`config.mk`:
```
export PLATFORM = sky130hd
export DESIGN_NAME = serial_subtractor
export DESIGN_NICKNAME = d
export VERILOG_FILES = /design/src/rtl/serial_subtractor.sv
export SDC_FILE = /design/constraint.sdc
export NUM_CORES = 1
export LEC_CHECK = 0
export CAP_MARGIN = 10
export CORE_MARGIN = 10
export CORE_UTILIZATION = 44
export DETAILED_ROUTE_END_ITERATION = 16
export GPL_TIMING_DRIVEN = 0
export PLACE_DENSITY_LB_ADDON = 0.3
export SLEW_MARGIN = 20
export SYNTH_ARGS = -nofsm -noshare
export SYNTH_HDL_FRONTEND = slang
export SYNTH_SLANG_ARGS = --single-unit
```
`constraint.sdc`:
```
create_clock -name Clk -period 4.5 [get_ports Clk]
set_input_delay 0.9 -clock Clk [delete_from_list [all_inputs] [get_ports Clk]]
set_output_delay 0.9 -clock Clk [all_outputs]
set_load 0.02 [all_outputs]
```
`src/rtl/serial_subtractor.sv`:
```
// Bit-serial unsigned subtractor: one full-subtractor cell, LSB first.
// Ports: Clk, Rst_n, Start, A, B in; Busy, Done, Diff, Borrow out.
module serial_subtractor #(
  parameter int WIDTH = 8
) (
  input  logic             Clk,
  input  logic             Rst_n,
  input  logic             Start,
  input  logic [WIDTH-1:0] A,
  input  logic [WIDTH-1:0] B,
  output logic             Busy,
  output logic             Done,
  output logic [WIDTH-1:0] Diff,
  output logic             Borrow
);

  localparam int CW = $clog2(WIDTH) + 1;

  typedef enum logic [1:0] {
    IDLE  = 2'd0,
    SHIFT = 2'd1,
    DONE  = 2'd2
  } state_t;

  state_t           state_q;
  state_t           state_d;
  logic [WIDTH-1:0] a_q;
  logic [WIDTH-1:0] b_q;
  logic [WIDTH-1:0] res_q;
  logic [CW-1:0]    cnt_q;
  logic             br_q;
  logic             load;
  logic             last;
  logic             d;
  logic             br_n;

  assign last = (cnt_q == CW'(WIDTH - 1));
  assign d    = a_q[0] ^ b_q[0] ^ br_q;
  assign br_n = (~a_q[0] & b_q[0])
              | (~(a_q[0] ^ b_q[0]) & br_q);

  always_comb begin
    state_d = state_q;
    load    = 1'b0;
    unique case (state_q)
      IDLE: begin
        if (Start) begin
          state_d = SHIFT;
          load    = 1'b1;
        end
      end
      SHIFT: begin
        if (last) state_d = DONE;
      end
      DONE: begin
        if (Start) begin
          state_d = SHIFT;
          load    = 1'b1;
        end else begin
          state_d = IDLE;
        end
      end
      default: state_d = IDLE;
    endcase
  end

  always_ff @(posedge Clk or negedge Rst_n) begin
    if (!Rst_n) begin
      state_q <= IDLE;
      Busy    <= 1'b0;
      Done    <= 1'b0;
    end else begin
      state_q <= state_d;
      Busy    <= (state_d == SHIFT);
      Done    <= (state_d == DONE);
    end
  end

  always_ff @(posedge Clk or negedge Rst_n) begin
    if (!Rst_n) begin
      a_q    <= '0;
      b_q    <= '0;
      res_q  <= '0;
      cnt_q  <= '0;
      br_q   <= 1'b0;
      Diff   <= '0;
      Borrow <= 1'b0;
    end else if (load) begin
      a_q   <= A;
      b_q   <= B;
      res_q <= '0;
      cnt_q <= '0;
      br_q  <= 1'b0;
    end else if (state_q == SHIFT) begin
      a_q   <= {1'b0, a_q[WIDTH-1:1]};
      b_q   <= {1'b0, b_q[WIDTH-1:1]};
      res_q <= {d, res_q[WIDTH-1:1]};
      cnt_q <= cnt_q + 1'b1;
      br_q  <= br_n;
      // final bit goes straight to the output
      if (last) begin
        Diff   <= {d, res_q[WIDTH-1:1]};
        Borrow <= br_n;
      end
    end
  end

endmodule
```
## Word level (Yosys, flattened, before mapping)

Cells that the tools add are included.

| operators by class | value |
|---|---|
| add/sub/neg operators | 1 |
| eq/ne operators | 5 |
| mux-type cells | 16 |
| bitwise gates (word level) | 8 |
| reductions and logical operators | 4 |

Operators with widths:

| kind | count |
|---|---|
| 8-bit 2-to-1 mux | 6 |
| 4-bit 2-to-1 mux | 2 |
| 2-bit one-hot mux with 3 select lines | 1 |
| 1-bit 2-to-1 mux | 5 |
| 4-bit by 1-bit adder with 4-bit output, second input constant | 1 |
| 2-bit by 1-bit == test with 1-bit output, second input constant | 2 |
| 2-bit == test, second input constant | 2 |
| 4-bit by 3-bit == test with 1-bit output, second input constant | 1 |
| 2-bit 2-to-1 mux | 2 |
| 1-bit inverter | 3 |
| 3-bit AND reduction | 1 |
| 1-bit AND | 2 |
| 2-bit zero test | 1 |
| 2-bit nonzero test | 1 |
| 2-bit OR reduction | 1 |
| 1-bit XOR | 2 |
| 1-bit OR | 1 |

| storage, ports and cells | value |
|---|---|
| register bits | 42 |
| input port bits | 19 |
| output and inout port bits | 11 |
| word-level logic and storage cells | 44 |

## Longest topological paths before layout

| depth | value |
|---|---|
| depth after elaboration | 6 |
| gate-level depth with buffers | 5 |
| depth with buffers taken out | 4 |

## Least setup slack after synthesis

No wires, ideal clock.

| timing | value |
|---|---|
| path kind | input to register |
| start point | input port Start |
| end point | register a_q[7] |
| setup time | 0.065 ns |
| arrival | 1.633 ns |
| data required time | 4.435 ns |
| setup slack | 2.801 ns |
| stages | 3 |
| buffers on the path | 1 |
| cell sequence | nor2b_1 clkbuf_1 a22o_1 |

| between the ends | value |
|---|---|
| cells in the longest elaborated chain, start to end | 3 |
| elaborated cells on any way between the ends | 4 |
| classes of those cells | mux (3); reduce/logical (1) |

RTL lines:

| item | RTL line | text |
|---|---|---|
| from (decl) | 8 | `input logic Start,` |
| 1-bit 2-to-1 mux * | 47, 56 |  |
| 1-bit 2-to-1 mux * | -- |  |
| 8-bit 2-to-1 mux or 2-bit nonzero test (tied branches) | -- |  |
| to (signal assigned) | 95 | `a_q <= {1'b0, a_q[WIDTH-1:1]};` |
| to (decl) | 27 | `logic [WIDTH-1:0] a_q;` |

Every way passes the cells marked *; elsewhere a longest branch is shown, timed or not.
A chain may end at the register's enable or synchronous reset.

## Worst setup path after layout

| timing | value |
|---|---|
| start point | input port Start |
| end point | register a_q[1] |

The elaborated chain is that of the path after synthesis.

==> flow_metrics.tcl <==
set metrics [dict create \
    grtUsageTotal_pct 11.4 \
    start_kind "primary input" \
    post-route-util_pct 58.2 \
    fp.dieH_um 81.5 \
    instances_no_fill 224 \
    finalWorstSetupSlack_ns 2.31 \
    overflow 0 \
    timing.hold.ws_ns 0.453 \
    row_count 22 \
    crit_fanout 10 \
    die_x_um 81.5 \
    io_buffers 29 \
    syn_area_mm2 0.00166 \
    vdd_drop_max_mv 0.317 \
    hold_class "primary input to asynchronous set/reset pin" \
    grt_setup_unrepaired "no" \
    first_iter_violations 75 \
    slowest_stage "clkdlybuf4s50_1" \
    antenna_found_initial 0 \
    critPathTopFamily "buffers and inverters" \
    worst_ep_required_time_ns 4.73 \
    pin_count 30 \
    cts_buffers 5 \
    clk_pin_slew_ns 0.08 \
    critPathKind "primary input to flip-flop" \
    cp-startpoint "Start" \
    seqCellArea_mm2 0.00103 \
    ys_seq_area_share_pct 61.7 \
    seqPwrFrac_pct 42.0 \
    route.detailed.drc 0 \
    p_sw_share_pct 36.0 \
    fin_crit_sh_pct 48.6 \
    cp-end-kind "flip-flop" \
    dieArea_mm2 0.00664 \
    multi_input_area_um2 583 \
    grt_pass1_wl_um 5780 \
    core_mm2 0.00366 \
    path_cells "clkdlybuf4s50_1 > nor2b_1 > clkbuf_1 > a22oi_1 > nand2_1" \
    cts.htree.levels 2 \
    drive_above_1_share_pct 14.2 \
    clock_tree.buffer_depth 2 \
    postCtsSetupBuffers 0 \
    syn_avg_cell_area_um2 12.0 \
    max-slew-margin-rel_pct 65.3 \
    root_buffer "clkbuf_8" \
    max_stage_delay_ns 0.47 \
    finalCriticalPeriod_ns 2.19 \
    p_per_area_mw_per_mm2 710 \
    drt-vias-per-instance 5.38 \
    setup_tns_ns 0 \
    postSynthCellCount 138 \
    synth_warnings 0 \
    cts_tree "done" \
    dp_hpwl_um 2490 \
    dpl.cell_count 216 \
    power.clock.fraction_pct 17.2 \
    finalHoldViolCount 0 \
    synth_cell_types 24 \
    n_fill_cell 306 \
    grt_max_degree 34 \
    switchingPower_uw 545 \
    gp_congestion 0.754 \
    p_total_mw 1.51 \
    intPower_uw 968 \
    slew_viol_final 0 \
    worst_pin_slew_ns 0.518 \
    finClkSkew_ns 0.00871 \
    grt_pass1_vias 1185 \
    crit_buf_inv 2 \
    nNetsFinal 196 \
    fmax_mhz 457 \
    setup_viol 0 \
    first_pass_iters 4 \
    areaGrowthSynthToFinish_pct 28.1 \
    maxCapViolations 0 \
    vias 1205 \
    start_util_pct 45.4 \
    cts-resized-gates 0 \
    run_status "completed" \
    syn_nets 159 \
    place_ws_ns 2.05 \
    antennaDiodeCount 0 \
    wire_per_inst_um 15.8 \
    arrival_ns 2.42 \
    antenna_violating_nets_post_route 0 \
    clk_latency_ns 0.29 \
    cts_sinks 41 \
    wl_um 3540 \
    timing.rr.start "cnt_q[0]" \
    place_area_mm2 0.00203 \
    power_frac_comb_pct 40.8 \
    ctsHoldBuffers 0 \
    leakage_nw 0.966 \
    design_area_mm2 0.00213 \
    yosys_register_bits 41 \
]
[cells by family after synthesis]
| logic type | Yosys count | share of synthesized area (%) |
|---|---|---|
| flip-flops | 41 | 61.7 |
| adder cells (fa/ha/maj) | 2 | 1.96 |
| multiplexers | 12 | 7.90 |
| buffers and inverters | 11 | 3.24 |
| AND/OR/NAND/NOR | 45 | 12.6 |
| AO/OA/AOI/OAI | 27 | 12.6 |
[final timing paths]
path | to | slack [ns] | cells past startpoint
setup / recovery | a_q[1] | 2.31 | 5
hold / removal | Busy | 0.45 | 1
setup reg to reg | Diff[1] | 2.85 | 4
hold reg to reg | a_q[7] | 0.51 | 1
max in group asynchronous | a_q[4] | 3.61 | 2
min in group Clk | a_q[7] | 0.51 | 1
[power groups by stage]
stage	Combinational, mW	Clock, mW	Sequential (mW)
6_report	0.617	0.261	0.635
5_1_grt	0.687	0.281	0.656
4_1_cts	0.629	0.267	0.635
3_5_place_dp	0.624	0	0.641
3_3_place_gp	0.608	0	0.633
2_1_floorplan	0.368	0	0.670
[synth_stat cells]
library cell	number	area share, %
mux2i_1	3	1.8
mux2_2	9	6.1
buf_6	1	0.68
ha_1	1	0.75
nand2b_1	2	0.75
a221o_1	1	0.60
nand4_1	1	0.38
a22o_1	10	5.3
and2b_1	1	0.45
nand2_1	22	5.0
nand3_1	10	3.0
nor2b_1	1	0.38
fa_1	1	1.2
dfrtp_1	41	62
nor2_1	5	1.1
nor3_4	1	0.98
a22oi_1	9	4.1
a31oi_1	4	1.5
inv_1	2	0.45
o21ai_0	2	0.60
nor3_1	2	0.60
buf_2	4	1.2
o2bb2ai_1	1	0.53
clkbuf_1	4	0.90
[cell usage in the layout, fill, tap and decap left out, types with 5 or more instances in the layout]
master           count
a22o_1              10
a22oi_1              9
buf_2                5
clkbuf_8             7
clkdlybuf4s50_1     28
dfrtp_1             41
mux2_2               9
nand2_1             22
nand3_1             10
nor2_1               5
[cell type report]
type                    count  share of cell area (%)
plain buffers               9                    2.17
clock buffers               7                    4.52
clock inverters             1                   0.235
inverters                   2                   0.353
multi-input cells          86                    27.4
flip-flops and latches     41                    48.2
well taps                  48                    2.82
repair buffers             30                    14.3
[layer usage]
metal  share of wire [%]  up-vias  wire (um)  GRT usage, %
li1                    -      564          -             -
met1                  43      611       1520          14.8
met2                  49       23       1730          15.7
met3                 6.0        7        213          4.15
met4                 2.0        0         72          6.75
met5                   0        -          0             0
[sequential cells by signal, summed over array words and instances, names as in the netlist]
signal   count
Diff         8
a_q          8
b_q          8
res_q        7
cnt_q        4
state_q      2
Borrow       1
Busy         1
Done         1
br_q         1
Note: power is estimated with default switching activity, not from simulation.
